==> src/rtl/control_pkg.sv <==
// Shared types and encodings for the multicycle main control unit.
// IMM_ALU_EN adds the addi states (ADDIEXEC, ADDICOMPLETE).
package control_pkg;

   typedef enum logic [3:0] {
      StFetch,
      StDecode,
      StMemAddr,
      StMemRead,
      StMemWb,
      StMemWrite,
      StExecute,
      StRComplete,
      StBranch,
      StJump
`ifdef IMM_ALU_EN
      ,
      StAddiExec,
      StAddiComplete
`endif
   } state_e;

   localparam logic [5:0] OP_RTYPE = 6'd0;
   localparam logic [5:0] OP_LW    = 6'd35;
   localparam logic [5:0] OP_SW    = 6'd43;
   localparam logic [5:0] OP_BEQ   = 6'd4;
   localparam logic [5:0] OP_J     = 6'd2;
   localparam logic [5:0] OP_ADDI  = 6'd8;

   localparam logic [1:0] ALUOP_ADD   = 2'b00;
   localparam logic [1:0] ALUOP_SUB   = 2'b01;
   localparam logic [1:0] ALUOP_FUNCT = 2'b10;
   localparam logic [1:0] ALUOP_IMM   = 2'b11;

   localparam logic [1:0] ALUSRCB_B     = 2'b00;
   localparam logic [1:0] ALUSRCB_FOUR  = 2'b01;
   localparam logic [1:0] ALUSRCB_IMM   = 2'b10;
   localparam logic [1:0] ALUSRCB_SHIMM = 2'b11;

   localparam logic [1:0] PCSRC_ALU    = 2'b00;
   localparam logic [1:0] PCSRC_ALUOUT = 2'b01;
   localparam logic [1:0] PCSRC_JUMP   = 2'b10;

   typedef struct packed {
      logic [1:0] alu_op;
      logic       alu_src_a;
      logic [1:0] alu_src_b;
      logic [1:0] pc_source;
      logic       pc_write;
      logic       pc_write_cond;
      logic       i_or_d;
      logic       mem_read;
      logic       mem_write;
      logic       mem_to_reg;
      logic       ir_write;
      logic       reg_write;
      logic       reg_dst;
   } ctrl_word_t;

endpackage

==> src/rtl/control_word_decode.sv <==
// Pure state -> control word mapping for the main control FSM.
// IMM_ALU_EN adds the addi execute/complete words.
module control_word_decode
   import control_pkg::*;
(
   input  state_e     i_state,
   input  logic       i_mem_ready,
   output ctrl_word_t o_ctrl
);

   always_comb begin
      o_ctrl           = '0;
      o_ctrl.alu_op    = ALUOP_ADD;
      o_ctrl.alu_src_b = ALUSRCB_B;
      o_ctrl.pc_source = PCSRC_ALU;
      unique case (i_state)
         StFetch: begin
            o_ctrl.mem_read  = 1'b1;
            // PC and IR only load once the fetch actually completes
            o_ctrl.ir_write  = i_mem_ready;
            o_ctrl.pc_write  = i_mem_ready;
            o_ctrl.alu_src_b = ALUSRCB_FOUR;
         end
         StDecode: begin
            o_ctrl.alu_src_b = ALUSRCB_SHIMM;
         end
         StMemAddr: begin
            o_ctrl.alu_src_a = 1'b1;
            o_ctrl.alu_src_b = ALUSRCB_IMM;
         end
         StMemRead: begin
            o_ctrl.mem_read = 1'b1;
            o_ctrl.i_or_d   = 1'b1;
         end
         StMemWb: begin
            o_ctrl.reg_write  = 1'b1;
            o_ctrl.mem_to_reg = 1'b1;
         end
         StMemWrite: begin
            o_ctrl.mem_write = 1'b1;
            o_ctrl.i_or_d    = 1'b1;
         end
         StExecute: begin
            o_ctrl.alu_src_a = 1'b1;
            o_ctrl.alu_op    = ALUOP_FUNCT;
         end
         StRComplete: begin
            o_ctrl.reg_write = 1'b1;
            o_ctrl.reg_dst   = 1'b1;
         end
         StBranch: begin
            o_ctrl.alu_src_a     = 1'b1;
            o_ctrl.pc_write_cond = 1'b1;
            o_ctrl.alu_op        = ALUOP_SUB;
            o_ctrl.pc_source     = PCSRC_ALUOUT;
         end
         StJump: begin
            o_ctrl.pc_write  = 1'b1;
            o_ctrl.pc_source = PCSRC_JUMP;
         end
`ifdef IMM_ALU_EN
         StAddiExec: begin
            o_ctrl.alu_src_a = 1'b1;
            o_ctrl.alu_src_b = ALUSRCB_IMM;
            o_ctrl.alu_op    = ALUOP_IMM;
         end
         StAddiComplete: begin
            o_ctrl.reg_write = 1'b1;
         end
`endif
         default: ;
      endcase
   end

endmodule

==> src/rtl/main_control_fsm.sv <==
// Multicycle main control FSM: state register, opcode latch and next-state logic.
// Define IMM_ALU_EN to make opcode 8 (addi) a legal instruction.
module main_control_fsm
   import control_pkg::*;
(
   input  logic       clk,
   input  logic       rst,
   input  logic [5:0] opcode,
   input  logic       mem_ready,
   output logic [1:0] AluOp,
   output logic       ALUSrcA,
   output logic [1:0] ALUSrcB,
   output logic [1:0] PCSource,
   output logic       PCWrite,
   output logic       PCWriteCond,
   output logic       IorD,
   output logic       MemRead,
   output logic       MemWrite,
   output logic       MemtoReg,
   output logic       IRWrite,
   output logic       RegWrite,
   output logic       RegDst,
   output logic       illegal_op
);

   state_e     r_state;
   state_e     w_next;
   logic [5:0] r_opcode;
   logic       w_illegal;
   ctrl_word_t w_ctrl;

   always_ff @(posedge clk) begin
      if (rst) begin
         r_state  <= StFetch;
         r_opcode <= '0;
      end else begin
         r_state <= w_next;
         if (r_state == StDecode) begin
            r_opcode <= opcode;
         end
      end
   end

   always_comb begin
      w_next    = r_state;
      w_illegal = 1'b0;
      unique case (r_state)
         StFetch:     if (mem_ready) w_next = StDecode;
         StDecode: begin
            case (opcode)
               OP_LW, OP_SW: w_next = StMemAddr;
               OP_RTYPE:     w_next = StExecute;
               OP_BEQ:       w_next = StBranch;
               OP_J:         w_next = StJump;
`ifdef IMM_ALU_EN
               OP_ADDI:      w_next = StAddiExec;
`endif
               default: begin
                  w_next    = StFetch;
                  w_illegal = 1'b1;
               end
            endcase
         end
         // Only lw/sw reach MEMADDR, so the latch picks between the two
         StMemAddr:   w_next = (r_opcode == OP_SW) ? StMemWrite : StMemRead;
         StMemRead:   if (mem_ready) w_next = StMemWb;
         StMemWrite:  if (mem_ready) w_next = StFetch;
         StExecute:   w_next = StRComplete;
         StMemWb,
         StRComplete,
         StBranch,
         StJump:      w_next = StFetch;
`ifdef IMM_ALU_EN
         StAddiExec:     w_next = StAddiComplete;
         StAddiComplete: w_next = StFetch;
`endif
         default:     w_next = StFetch;
      endcase
   end

   control_word_decode u_decode (
      .i_state     (r_state),
      .i_mem_ready (mem_ready),
      .o_ctrl      (w_ctrl)
   );

   // Reset forces every output low, even mid-instruction
   always_comb begin
      AluOp       = 2'b00;
      ALUSrcA     = 1'b0;
      ALUSrcB     = 2'b00;
      PCSource    = 2'b00;
      PCWrite     = 1'b0;
      PCWriteCond = 1'b0;
      IorD        = 1'b0;
      MemRead     = 1'b0;
      MemWrite    = 1'b0;
      MemtoReg    = 1'b0;
      IRWrite     = 1'b0;
      RegWrite    = 1'b0;
      RegDst      = 1'b0;
      illegal_op  = 1'b0;
      if (!rst) begin
         AluOp       = w_ctrl.alu_op;
         ALUSrcA     = w_ctrl.alu_src_a;
         ALUSrcB     = w_ctrl.alu_src_b;
         PCSource    = w_ctrl.pc_source;
         PCWrite     = w_ctrl.pc_write;
         PCWriteCond = w_ctrl.pc_write_cond;
         IorD        = w_ctrl.i_or_d;
         MemRead     = w_ctrl.mem_read;
         MemWrite    = w_ctrl.mem_write;
         MemtoReg    = w_ctrl.mem_to_reg;
         IRWrite     = w_ctrl.ir_write;
         RegWrite    = w_ctrl.reg_write;
         RegDst      = w_ctrl.reg_dst;
         illegal_op  = w_illegal;
      end
   end

endmodule

==> config.mk <==
export PLATFORM = sky130hd
export DESIGN_NAME = main_control_fsm
export DESIGN_NICKNAME = d
export VERILOG_FILES = /design/src/rtl/control_pkg.sv /design/src/rtl/control_word_decode.sv /design/src/rtl/main_control_fsm.sv
export SDC_FILE = /design/constraint.sdc
export NUM_CORES = 1
export LEC_CHECK = 0
export CAP_MARGIN = 20
export CORE_AREA = 2 2 48 50
export DETAILED_ROUTE_END_ITERATION = 7
export DIE_AREA = 0 0 50 52
export DONT_BUFFER_PORTS = 1
export PLACE_DENSITY = 0.67
export SETUP_SLACK_MARGIN = 0.4
export SYNTH_ARGS = -nofsm -noshare
export SYNTH_HDL_FRONTEND = slang
export SYNTH_HIERARCHICAL = 1
export SYNTH_SLANG_ARGS = --single-unit
==> constraint.sdc <==
create_clock -name clk -period 2.11 [get_ports clk]
set_input_delay 0.3165 -clock clk [delete_from_list [all_inputs] [get_ports clk]]
set_output_delay 0.3165 -clock clk [all_outputs]
set_load 0.01 [all_outputs]
* After elaboration in Yosys (flattened, before gate mapping)
Cells that the tools add are included.
** Cells by class
- Mux-type cells :: 35
- Equal/unequal tests :: 17
- Reduce and logical (&&, ||, !) cells :: 9
** Operators with widths (number)
- $pmux W4 S6 :: 1
- $mux W1 :: 22
- $eq A6 B6 Y1 const B :: 3
- $eq A4 B3 Y1 const B :: 4
- $pmux W4 S4 :: 1
- $mux W4 :: 3
- $eq A4 B2 Y1 const B :: 2
- $eq A4 B4 Y1 const B :: 2
- $pmux W2 S2 :: 2
- $reduce_or A2 Y1 :: 4
- $eq A6 B2 Y1 const B :: 1
- $eq A6 B3 Y1 const B :: 1
- $logic_not A6 Y1 :: 1
- $mux W2 :: 3
- $ne A2 B2 Y1 const B :: 3
- $pmux W2 S3 :: 1
- $reduce_or A5 Y1 :: 1
- $eq A4 B1 Y1 const B :: 1
- $logic_not A4 Y1 :: 1
- $mux W3 :: 1
- $reduce_and A3 Y1 :: 1
- $reduce_or A3 Y1 :: 1
- $pmux W1 S2 :: 1
** Storage, ports and cells
- Output and inout port bits :: 17
- Flip-flop bits (word level) :: 10
- Input port bits :: 9
- Word-level logic and storage cells :: 63

* Longest topological paths before layout
- Depth after elaboration :: 5
- Gate-level depth with buffers :: 5
- Depth with buffers taken out :: 3

* By module
Netlist, hierarchy kept.
** By module, submodules not included
- main_control_fsm :: area each 676.9 sq um, instances 1, sequential area each 200.2 sq um, cells each 79
- control_word_decode :: area each 198.9 sq um, instances 1, sequential area each 0.0 sq um, cells each 30

* Worst setup path before layout
OpenSTA, ideal clock, no wires.
- Path kind :: flip-flop to output port
- Start point :: reg r_state[2]
- End point :: out AluOp[0]
- Path slack :: 578 ps
- Arrival :: 1216 ps
- Required time :: 1794 ps
- Stages on the path, launching flop included :: 6
- Buffers on the path :: 2
- Cell sequence :: dfxtp_1 > buf_6 > nand2b_1 > nor3_1 > buf_4 > nor2b_1
** RTL lines
- start, declared :: RTL line main_control_fsm.sv:26 : state_e r_state;
- start signal, assigned :: RTL line main_control_fsm.sv:34 : r_state <= StFetch;
- start signal, assigned :: RTL line main_control_fsm.sv:37 : r_state <= w_next;
- end, declared :: RTL line main_control_fsm.sv:10 : output logic [1:0] AluOp,

==> results.cfg <==
[yosys]
synth_fp_nets = 118
yosysMostFrequentCell = nor2b_1
synth_simple_gate_area_frac = 0.4643
avgSynthCellArea_um2 = 8.035
synthAdderAreaFrac = 0
synth_top_family_by_area = simple AND/OR/NAND/NOR gates
seq_area_frac_synth = 0.2286
synthMuxAreaShare = 0.06857
async_flop_share = 0
synth.top_cell.area_share = 0.2286
synth-compound-area-share = 0.1043
synth-xor-area-share = 0.03000
synth.largest_area_cell = dfxtp_1
synth-main-ff-cell = dfxtp_1
netlist-cell-type-count = 33
syn-cell-area_um2 = 875.8
synthCells = 109
ys_warn_count = 6
synth_edf_count = 0
synth_common_cells = nor2b_1 (18), nor2_1 (12), dfxtp_1 (10)
ys_ff_latch = 10
synthTopCellsByArea = dfxtp_1 (23%), nor2b_1 (13%), mux2i_1 (6.9%)

[timing]
tns_ns = 0
fin_crit_sh = 0.8115
hold_slack_ns = 0.1001
worst_slew_pin_slew_ns = 0.3701
skew_ns = 0.002130
setup_viol = 0
slew_viol_final = 0
timing.final.hold_violations = 0
timing.fmax_mhz = 584.0
max_slew_margin = 0.7514
rsz0062_at_grt = yes
finalCriticalPeriod_ns = 1.712

[layout]
antenna_cells = 0
nFillCells = 202
finish.utilization = 0.4747
layout-drive-gt1-share = 0.2832
fin_area_um2 = 999.7
ff_latch_area_um2 = 215.2
multiInputGateArea_um2 = 629.4
fin_nets = 124
area_growth_pct = 14.14

[hold_path]
worstHoldPathType = in -> reg

[worst_setup_path]
crit_chain = or3b_1 > a211oi_2 > nor2b_4
crit_type = reg -> out
path_max_fanout = 6
worst_setup_path_end_kind = primary output
cp_slowest_stage_delay_ns = 0.39
worst-path-buf-inv = 0
crit_family = simple AND/OR/NAND/NOR gates
start_kind = flop
cp.arrival_ns = 1.40
critPathSlowestCell = or3b_1
worstPathRequired_ns = 1.79

[detailed_routing]
first_iter_violations = 8
wl_per_cell_um = 12.95
drcViolationCount = 0
vias = 760
dr.pass1.iters = 4
routed_wirelength_um = 1826
via_per_inst = 5.390
postRouteAntennaNets = 0

[clock_network]
clk-insertion-delay-late_ns = 0.27
h-tree-depth = 1
cts.sinks = 10
clock_path_buffers = 2
cts-root-buf = clkbuf_4
clk_pin_slew_ns = 0.06
numCtsBuffers = 3
cts_tree = done

[placed_design]
hpwl_um = 1217
gp_congestion = 0.7008
placed_cell_area_um2 = 842.1
port_buffers = 0

[global_routing]
grt-ovfl-total = 0
grt_pass1_vias = 711
grt_pass1_wl_um = 3001
grt_antenna_before_repair = 0
grt_usage = 0.1495
grt_max_degree = 25

[power_and_ir_drop]
total_power_mw = 0.4021
power-per-cell-area_nw_per_um2 = 402.2
ir_drop_mv = 0.3198
total_leakage_power_nw = 0.3774

[floorplan]
start_util = 0.4159
core-area_um2 = 2106
die_w_um = 50
num_rows = 17
die_h_um = 52
dieArea_um2 = 2600
io_pins = 26

[job]
drv_cap = 0

[outcome]
outcome = completed
## state kept, by name, indices dropped and copies added, names as in the netlist
| signal | cells |
|---|---|
| r_opcode | 6 |
| r_state | 4 |
## per-layer routing
layer,track usage,routed length (µm),up-vias
met3,0.03736,132,5
met2,0.2697,854,29
met1,0.1579,796,342
met4,0.08333,42,0
li1,-,-,384
met5,0,0,-
## through the flow
stage / cells / setup WS (ns)
after CTS: 138 / 0.3774
after floorplan: 109 / 0.5778
after global routing: 141 / 0.3334
final: 141 / 0.3978
after global placement: 128 / 0.3981
after detailed placement: 128 / 0.3320
## cell families (layout without fill, tap and decap cells)
group,after synthesis,in the layout
xor gates and xnor gates,3,3
AOI/OAI and AO/OA,13,13
and+or+nand+nor,63,63
DFF,10,10
buffers and inverters,14,18
muxes,6,6
## cell type report
type | count | share of cell area
multi-input cells | 85 | 0.6295
inverters | 4 | 0.01502
well taps | 28 | 0.03504
clock buffers | 3 | 0.02253
repair buffers | 11 | 0.08260
flip-flops and latches | 10 | 0.2153
## worst paths after layout
check	start	cells after the start	slack (ns)	end
min reg2reg	r_opcode[0]$_SDFFE_PP0P_	2	0.50	r_opcode[0]$_SDFFE_PP0P_
min	opcode[4]	1	0.10	r_state[3]$_SDFFE_PP0P_
max	r_state[0]$_SDFFE_PP0P_	3	0.40	PCWrite
max reg2reg	r_state[1]$_SDFFE_PP0P_	4	0.76	r_opcode[5]$_SDFFE_PP0P_
## power by group
| part | total, mW | internal [mW] | switching (mW) |
|---|---|---|---|
| sequential | 0.199 | 0.192 | 0.00653 |
| combinational | 0.0745 | 0.0385 | 0.0360 |
| clock | 0.129 | 0.0658 | 0.0629 |
## placed cells by master, fill, tap and decap left out, drive strengths merged, types with 3 or more instances in the layout
cell / count
nor3b: 4
clkbuf: 4
nor2b: 18
mux2i: 6
buf: 10
or3b: 3
a21oi: 5
nand2: 4
nand2b: 4
nor2: 12
inv: 4
nor3: 5
dfxtp: 10
## timing repair
item                                    in CTS  in global routing
endpoints found under the setup margin      16                  9
hold buffers                                 0                  0
resized for setup                           14                  8
setup buffers                                7                  3
pin swaps                                    0                  0
## worst register-to-register path, cell delays in order (launching register included)
cell and delay [ns]:
dfxtp_4 0.38, nor4b_4 0.36, buf_4 0.25, mux2i_1 0.21, nor2_1 0.05
Note: power is estimated with default switching activity, not from simulation.
